--- config.mk ---
export PLATFORM = sky130hd
export DESIGN_NAME = smiley_move_ctrl
export DESIGN_NICKNAME = d
export VERILOG_FILES = /design/src/rtl/game_pkg.sv /design/src/rtl/hit_edge_latch.sv /design/src/rtl/smiley_move_ctrl.sv
export SDC_FILE = /design/constraint.sdc
export NUM_CORES = 1
export LEC_CHECK = 0
export ABC_CLOCK_PERIOD_IN_PS = 10000
export BUFFER_PORTS_ARGS = -buffer_cell sky130_fd_sc_hd__buf_2
export CORE_ASPECT_RATIO = 2
export CORE_UTILIZATION = 40
export DETAILED_ROUTE_END_ITERATION = 8
export GPL_ROUTABILITY_DRIVEN = 0
export PLACE_DENSITY_LB_ADDON = 0.05
export SLEW_MARGIN = 15
export SYNTH_ARGS = -nofsm -noshare
export SYNTH_HDL_FRONTEND = slang
export SYNTH_SLANG_ARGS = --single-unit
--- constraint.sdc ---
create_clock -name clk -period 10 [get_ports clk]
set_input_delay 2 -clock clk [delete_from_list [all_inputs] [get_ports clk]]
set_output_delay 2 -clock clk [all_outputs]
set_load 0.1 [all_outputs]
--- src/rtl/game_pkg.sv ---
// game_pkg: shared screen and sprite geometry, fixed-point format and smiley motion types.
package game_pkg;
    localparam int SCREEN_WIDTH      = 640;
    localparam int SCREEN_HEIGHT     = 480;
    localparam int SMILEY_WIDTH      = 64;
    localparam int SMILEY_HEIGHT     = 32;
    localparam int FIXED_POINT_SHIFT = 6;

    typedef enum logic [1:0] {
        EDGE_BOTTOM = 2'd0,
        EDGE_RIGHT  = 2'd1,
        EDGE_TOP    = 2'd2,
        EDGE_LEFT   = 2'd3
    } edge_code_t;

    typedef enum logic [1:0] {S_IDLE, S_MOVE, S_UPDATE, S_POSITION} move_state_t;

    function automatic logic signed [17:0] clamp_fp(input logic signed [17:0] v, input logic signed [17:0] hi);
        return v[17] ? '0 : (v > hi ? hi : v);
    endfunction
endpackage

--- src/rtl/hit_edge_latch.sv ---
// hit_edge_latch: four sticky edge-hit flags; a set in the clearing cycle survives the clear.
module hit_edge_latch (
    input  logic       clk,
    input  logic       resetN,
    input  logic       set_i,
    input  logic       clr_i,
    input  logic [3:0] code_i,
    output logic [3:0] flags_o
);
    logic [3:0] flags_q, flags_d;

    assign flags_d = (clr_i ? 4'b0 : flags_q) | (set_i ? code_i : 4'b0);

    always_ff @(posedge clk or negedge resetN) begin
        if (!resetN) flags_q <= '0;
        else         flags_q <= flags_d;
    end

    assign flags_o = flags_q;
endmodule

--- src/rtl/smiley_move_ctrl.sv ---
// smiley_move_ctrl: per-frame velocity, gravity and edge-bounce update of the smiley top-left corner.
module smiley_move_ctrl
    import game_pkg::*;
#(
    parameter int INITIAL_X       = 280,
    parameter int INITIAL_Y       = 185,
    parameter int INITIAL_X_SPEED = 40,
    parameter int INITIAL_Y_SPEED = 20,
    parameter int Y_ACCEL         = 1,
    parameter int MAX_Y_SPEED     = 230
) (
    input  logic        clk,
    input  logic        resetN,
    input  logic        startOfFrame,
    input  logic        launch,
    input  logic        park,
    input  logic        collision,
    input  logic [3:0]  HitEdgeCode,
    output logic [10:0] topLeftX,
    output logic [10:0] topLeftY,
    output logic        moving
);
    localparam logic signed [17:0] PARK_X    = 18'(INITIAL_X << FIXED_POINT_SHIFT);
    localparam logic signed [17:0] PARK_Y    = 18'(INITIAL_Y << FIXED_POINT_SHIFT);
    localparam logic signed [17:0] MAX_X     = 18'((SCREEN_WIDTH - SMILEY_WIDTH) << FIXED_POINT_SHIFT);
    localparam logic signed [17:0] MAX_Y     = 18'((SCREEN_HEIGHT - SMILEY_HEIGHT) << FIXED_POINT_SHIFT);
    localparam logic signed [17:0] LAUNCH_XS = 18'(INITIAL_X_SPEED);
    localparam logic signed [17:0] LAUNCH_YS = 18'(INITIAL_Y_SPEED);
    localparam logic signed [17:0] ACCEL     = 18'(Y_ACCEL);
    localparam logic signed [17:0] MAX_YS    = 18'(MAX_Y_SPEED);

    move_state_t        state_q, state_d;
    logic signed [17:0] pos_x_q, pos_x_d, pos_y_q, pos_y_d;
    logic signed [17:0] spd_x_q, spd_x_d, spd_y_q, spd_y_d;
    logic signed [17:0] bnc_x, bnc_y;
    logic [10:0]        out_x_q, out_y_q;
    logic [3:0]         hit;

    // A parking update drops any hit seen in that cycle so the flags come back clean.
    hit_edge_latch u_hit (
        .clk     (clk),
        .resetN  (resetN),
        .set_i   (collision && (state_q == S_MOVE || (state_q == S_UPDATE && !park))),
        .clr_i   (state_q == S_UPDATE),
        .code_i  (HitEdgeCode),
        .flags_o (hit)
    );

    always_ff @(posedge clk or negedge resetN) begin
        if (!resetN) begin
            state_q <= S_IDLE;
            pos_x_q <= PARK_X;
            pos_y_q <= PARK_Y;
            spd_x_q <= '0;
            spd_y_q <= '0;
            out_x_q <= PARK_X[FIXED_POINT_SHIFT +: 11];
            out_y_q <= PARK_Y[FIXED_POINT_SHIFT +: 11];
        end else begin
            state_q <= state_d;
            pos_x_q <= pos_x_d;
            pos_y_q <= pos_y_d;
            spd_x_q <= spd_x_d;
            spd_y_q <= spd_y_d;
            out_x_q <= pos_x_q[FIXED_POINT_SHIFT +: 11];
            out_y_q <= pos_y_q[FIXED_POINT_SHIFT +: 11];
        end
    end

    always_comb begin
        state_d = state_q;
        case (state_q)
            S_IDLE:     state_d = launch ? S_MOVE : S_IDLE;
            S_MOVE:     state_d = startOfFrame ? S_UPDATE : S_MOVE;
            S_UPDATE:   state_d = park ? S_IDLE : S_POSITION;
            S_POSITION: state_d = S_MOVE;
            default:    state_d = S_IDLE;
        endcase
    end

    // Only reverse a speed that is heading into the wall that was hit.
    assign bnc_x = ((hit[EDGE_LEFT] && spd_x_q[17]) || (hit[EDGE_RIGHT] && !spd_x_q[17] && spd_x_q != 18'sd0)) ? -spd_x_q : spd_x_q;
    assign bnc_y = ((hit[EDGE_TOP] && spd_y_q[17]) || (hit[EDGE_BOTTOM] && !spd_y_q[17] && spd_y_q != 18'sd0)) ? -spd_y_q : spd_y_q;

    always_comb begin
        pos_x_d = pos_x_q;
        pos_y_d = pos_y_q;
        spd_x_d = spd_x_q;
        spd_y_d = spd_y_q;
        case (state_q)
            S_IDLE: begin
                pos_x_d = PARK_X;
                pos_y_d = PARK_Y;
                spd_x_d = launch ? LAUNCH_XS : spd_x_q;
                spd_y_d = launch ? LAUNCH_YS : spd_y_q;
            end
            S_UPDATE: begin
                pos_x_d = park ? PARK_X : pos_x_q;
                pos_y_d = park ? PARK_Y : pos_y_q;
                spd_x_d = park ? '0 : bnc_x;
                spd_y_d = park ? '0 : (bnc_y < MAX_YS ? bnc_y + ACCEL : bnc_y);
            end
            S_POSITION: begin
                pos_x_d = clamp_fp(pos_x_q + spd_x_q, MAX_X);
                pos_y_d = clamp_fp(pos_y_q + spd_y_q, MAX_Y);
            end
            default: ;
        endcase
    end

    assign topLeftX = out_x_q;
    assign topLeftY = out_y_q;
    assign moving   = state_q != S_IDLE;
endmodule

# == Yosys cells after proc, flatten, opt, wreduce, memory -nomap -nowiden ==
# Cells that the tools add are included.
# totals
latchBits,0
ramBits,0
rom_bits,0
memories,0
elab_cells,69
ff_bits,100
out_inout_bits,23
input_bits,10
# classes
multipliers,0
bitwise,1
shifts,0
add_sub_neg,5
n_mux,23
eq_ne,6
n_lt_le_gt_ge,3
reduce_logical,23
div,0
# op_table
cell,count
18-bit two-way mux,9
18-bit one-hot mux with 3 select lines,2
18-bit one-hot mux with 2 select lines,2
17-bit two-way mux,4
18-bit adder,2
18-bit negation,2
18-bit nonzero test,2
18-bit by 1-bit adder with 18-bit output (second input constant),1
18-bit by 16-bit greater-than comparator with 1-bit output (second input constant),1
18-bit by 17-bit greater-than comparator with 1-bit output (second input constant),1
18-bit by 9-bit < comparator with 1-bit output (second input constant),1
1-bit logical AND,8
4-bit two-way mux,2
2-bit one-hot mux with 4 select lines,1
2-bit == test (second input constant),2
2-bit two-way mux,2
2-bit != test (second input constant),2
4-bit OR,1
2-bit AND reduction,2
2-bit nonzero test,2
1-bit logical NOT,3
1-bit logical OR,3
3-bit != test (second input constant),1
3-bit AND reduction,1
other kinds (4),4

# == Logic depth before layout (Yosys ltp) ==
# logic_depth
ltp_word,9
depth_mapped,15
ltp_nobuf,14

# == Hierarchy ==
# From an unflattened synthesis, not the netlist that was laid out.
# hier_totals
hier_cells,886
hier_area_um2,7367.1
# modules_own_cells
mod,area_each_um2,cells_each,seq_area_each_um2,n_inst
smiley_move_ctrl,7209.4,870,2347.3,1
hit_edge_latch,157.7,16,100.1,1

# == Worst setup path before layout ==
# Ideal clock, no wire load.
# synth_timing
path_type,input port to flip-flop
start,in launch
end,reg spd_x_q[11]
path_buffers,2
path_stages,7
arrival_time_ns,3.194
required_time_ns,9.864
slack_ns,6.670
setup_time_ns,0.136
path_cell_list,nor2_1 nor2_1 o21ai_0 clkbuf_1 clkbuf_1 o21ai_0 o31ai_1
# synth_via
elab_chain_len,2
# synth_rtl
item,line_no,source
"start, declared",smiley_move_ctrl.sv:15,"input logic launch,"
2-bit != test (no line),--,
3-bit AND reduction (no line),--,
"end signal, assigned",smiley_move_ctrl.sv:62,spd_x_q <= spd_x_d;
"end, declared",smiley_move_ctrl.sv:34,"logic signed [17:0] spd_x_q, spd_x_d, spd_y_q, spd_y_d;"
# Every way passes these cells.
# A chain may end at the register's enable or synchronous reset.

# == Worst setup path after layout ==
# layout_timing
start,reg spd_y_q[2]
end,reg pos_y_q[6]
# layout_via
elab_chain_len,5
# layout_rtl
item,line_no,source
"start, declared",smiley_move_ctrl.sv:34,
"start signal, assigned",smiley_move_ctrl.sv:63,spd_y_q <= spd_y_d;
18-bit adder (*),smiley_move_ctrl.sv:104,"pos_y_d = clamp_fp(pos_y_q + spd_y_q, MAX_Y);"
18-bit by 16-bit greater-than comparator with 1-bit output,game_pkg.sv:19,return v[17] ? '0 : (v > hi ? hi : v);
17-bit two-way mux,game_pkg.sv:19,
17-bit two-way mux (*),game_pkg.sv:19,
18-bit one-hot mux with 3 select lines (*),smiley_move_ctrl.sv:89,case (state_q)
"end signal, assigned",smiley_move_ctrl.sv:61,pos_y_q <= pos_y_d;
"end, declared",smiley_move_ctrl.sv:33,"logic signed [17:0] pos_x_q, pos_x_d, pos_y_q, pos_y_d;"
# Every way passes the cells marked *; elsewhere a longest branch is shown, timed or not.

==> out/metrics.yaml <==
setup_viol: 0
drtIter0Drc: 291
final_layout_size_suffix_gt1_share_pct: 11.8
crit_type: "flop to flop"
syn_to_final_growth_pct: 8.83
wirelength_um: 23900
post-cts-setup-buffer-count: 0
synth_top_family_by_area: "compound AO/OA/AOI/OAI gates"
slew_violations: 0
vias: 6840
cts_sinks: 97
holdPathEnd: "topLeftY[5]"
rr_startpoint: "spd_y_q[2]"
h-tree-depth: 3
multi_input_area_um2: 4480
status: "completed"
core.rowCount: 69
grt_setup_unrepaired: "false"
core_um2: 17700
vdd_drop_max_mv: 0.211
synth-seq-cells: 97
synth-xor-area-share_pct: 4.13
worstPathMaxFanout: 17
clock_path_buffers: 2
leakage_nw: 3.29
holdCritPathClass: "flop to flop"
syn_area_um2: 7210
grt_max_degree: 50
slew_headroom_pct: 20.9
ant_nets: 0
grt_first_pass_wirelength_um: 36600
cts_buffers: 9
async_reset_ff_share_pct: 100
yosys.area_share.simple_pct: 22.9
drc: 0
dp_hpwl_um: 18500
period_share_pct: 44.6
num-fill-cells: 1722
synth_sequential_area_ratio_pct: 33.9
final.setup.tns_ns: 0
n_antenna_cell: 0
fin_nets: 908
synth.avg_cell_area_um2: 8.50
hold_viol: 0
drv_cap: 0
crit_family: "compound AO/OA/AOI/OAI gates"
synth_fa_ha_area_share_pct: 6.87
synth_compound_area_share_pct: 26.4
synth_edf_count: 0
start_util_pct: 40.7
via_per_inst: 6.35
endpoint_kind: "flop"
io_buffers: 32
dp.cells: 1061
synth.distinct_cells: 73
postCtsHoldBufs: 0
tritoncts: "built"
r2r_cells: 10
clkSlewWorstSetupHoldPaths_ns: 0.07
p_per_area_nw_per_um2: 388
final_cell_mix: "nor2_1, dfrtp_1, o21ai_0, nand2_1, a21oi_1"
regArea_um2: 2450
hp-start: "pos_y_q[11]"
period_needed_ns: 4.46
worst_slew_pin_slew_ns: 1.17
synthMuxAreaShare_pct: 1.86
syn_inst: 848
crit_buf_inv: 0
gr-usage-all-layers_pct: 25.8
insertion_delay_ns: 0.36
required_ns: 10.29
holdPathStages: 0
fp.dieArea_um2: 18600
synth_top_flop_cell: "dfrtp_1"
ctsResizeCount: 0
drtPass1Iterations: 5
cts_root_buffer: "clkbuf_16"
cp-start-kind: "flop"
syn-num-nets: 897
fmax_mhz: 224
antenna_found_initial: 0
ys_warn_count: 0
holdWs_ns: 0.390
r2r_end: "pos_y_q[6]"
post-route-util_pct: 44.3
final_cells: 1077
total_power_mw: 3.05
final_common_cell: "nor2_1"
crit_path_cell_trace: "ha_1 > nor2b_1 > o21ai_0 > a21oi_1 > or3_1 > a2111o_1 > nor4_1 > nand4b_1 > a211oi_2 > a32o_1"
chipHeight_um: 192
slowest_stage: "dfrtp_1"
crit_arrival_ns: 4.76
grt_pass1_vias: 6842
post_drt_wl_per_cell_um: 22.2
slowest_delay_ns: 0.72
rrSetupSlack_ns: 5.54
grt-ovfl-total: 0
finClkSkew_ns: 0.00810
io_pins: 33
die_x_um: 96.9
kinds of logic (layout without fill, tap and decap cells):
group | Yosys count | after routing
DFF | 97 | 97
buffers and inverters | 71 | 87
AOI/OAI and AO/OA | 279 | 279
xor gates and xnor gates | 34 | 34
adders and majority gates | 39 | 39
muxes | 13 | 13
and+or+nand+nor | 315 | 315
final cells by class:
type | instances | area share, %
clock buffers | 12 | 3.40
clock inverters | 4 | 0.335
inverters | 25 | 1.20
multi-input cells | 680 | 57.1
flip-flops and latches | 97 | 31.2
well taps | 213 | 3.40
repair buffers | 46 | 3.41
sequential cells by signal, indices dropped and copies added, names as in the netlist:
register	flops
spd_x_q	17
topLeftY	11
u_hit.flags_o	4
pos_y_q	17
pos_x_q	17
topLeftX	11
state_q	2
spd_y_q	18
Yosys cell counts (10+ instances only):
master	number	area, um^2
clkbuf_1	35	131
a32o_1	11	110
a31oi_1	10	62.6
nor4_1	16	100
nor2_1	83	312
xnor2_1	18	158
nor2b_1	11	68.8
or3_1	10	62.6
xor2_1	16	140
a22o_1	11	96.3
o31ai_1	13	97.6
and2_1	10	62.6
nand2_1	63	236
nand3_1	23	115
nor3_1	32	160
dfstp_2	16	420
a21o_1	10	75.1
mux2i_1	10	100
a21oi_1	43	215
ha_1	38	475
o21ai_0	76	380
a211oi_1	12	90.1
nand2b_1	11	68.8
inv_1	25	93.8
dfrtp_1	81	2030
routing by layer:
layer	GRT usage [%]	wire length (um)	vias to the layer above	part of all wire (%)
li1	-	-	3215	-
met5	0	0	-	0
met3	2.44	641	94	2.7
met2	51.7	13400	215	56
met1	22.7	8020	3316	34
met4	20.8	1860	0	7.8
worst max path at each step:
stage	from	end	slack (ns)	cells after the start
final	spd_y_q[2]	pos_y_q[6]	5.54	10
after detailed placement	spd_y_q[2]	pos_y_q[6]	5.62	10
after floorplan	launch	spd_x_q[11]	6.67	7
after global placement	spd_y_q[2]	pos_y_q[6]	5.65	10
after global routing	spd_y_q[2]	pos_y_q[6]	5.18	10
after CTS	spd_y_q[2]	pos_y_q[6]	5.59	10
stage by stage:
step,setup slack (ns),cell area (um^2)
4_1_cts,5.59,7840
3_5_place_dp,5.62,7550
6_report,5.54,7850
2_1_floorplan,6.67,7210
5_1_grt,5.18,7850
3_3_place_gp,5.65,7550
where the power goes:
part           total [mW]  switching [mW]  internal (mW)
clock               0.342           0.153          0.189
sequential          0.760           0.213          0.547
combinational        1.95            1.32          0.623
(Power assumes the default switching activity.)
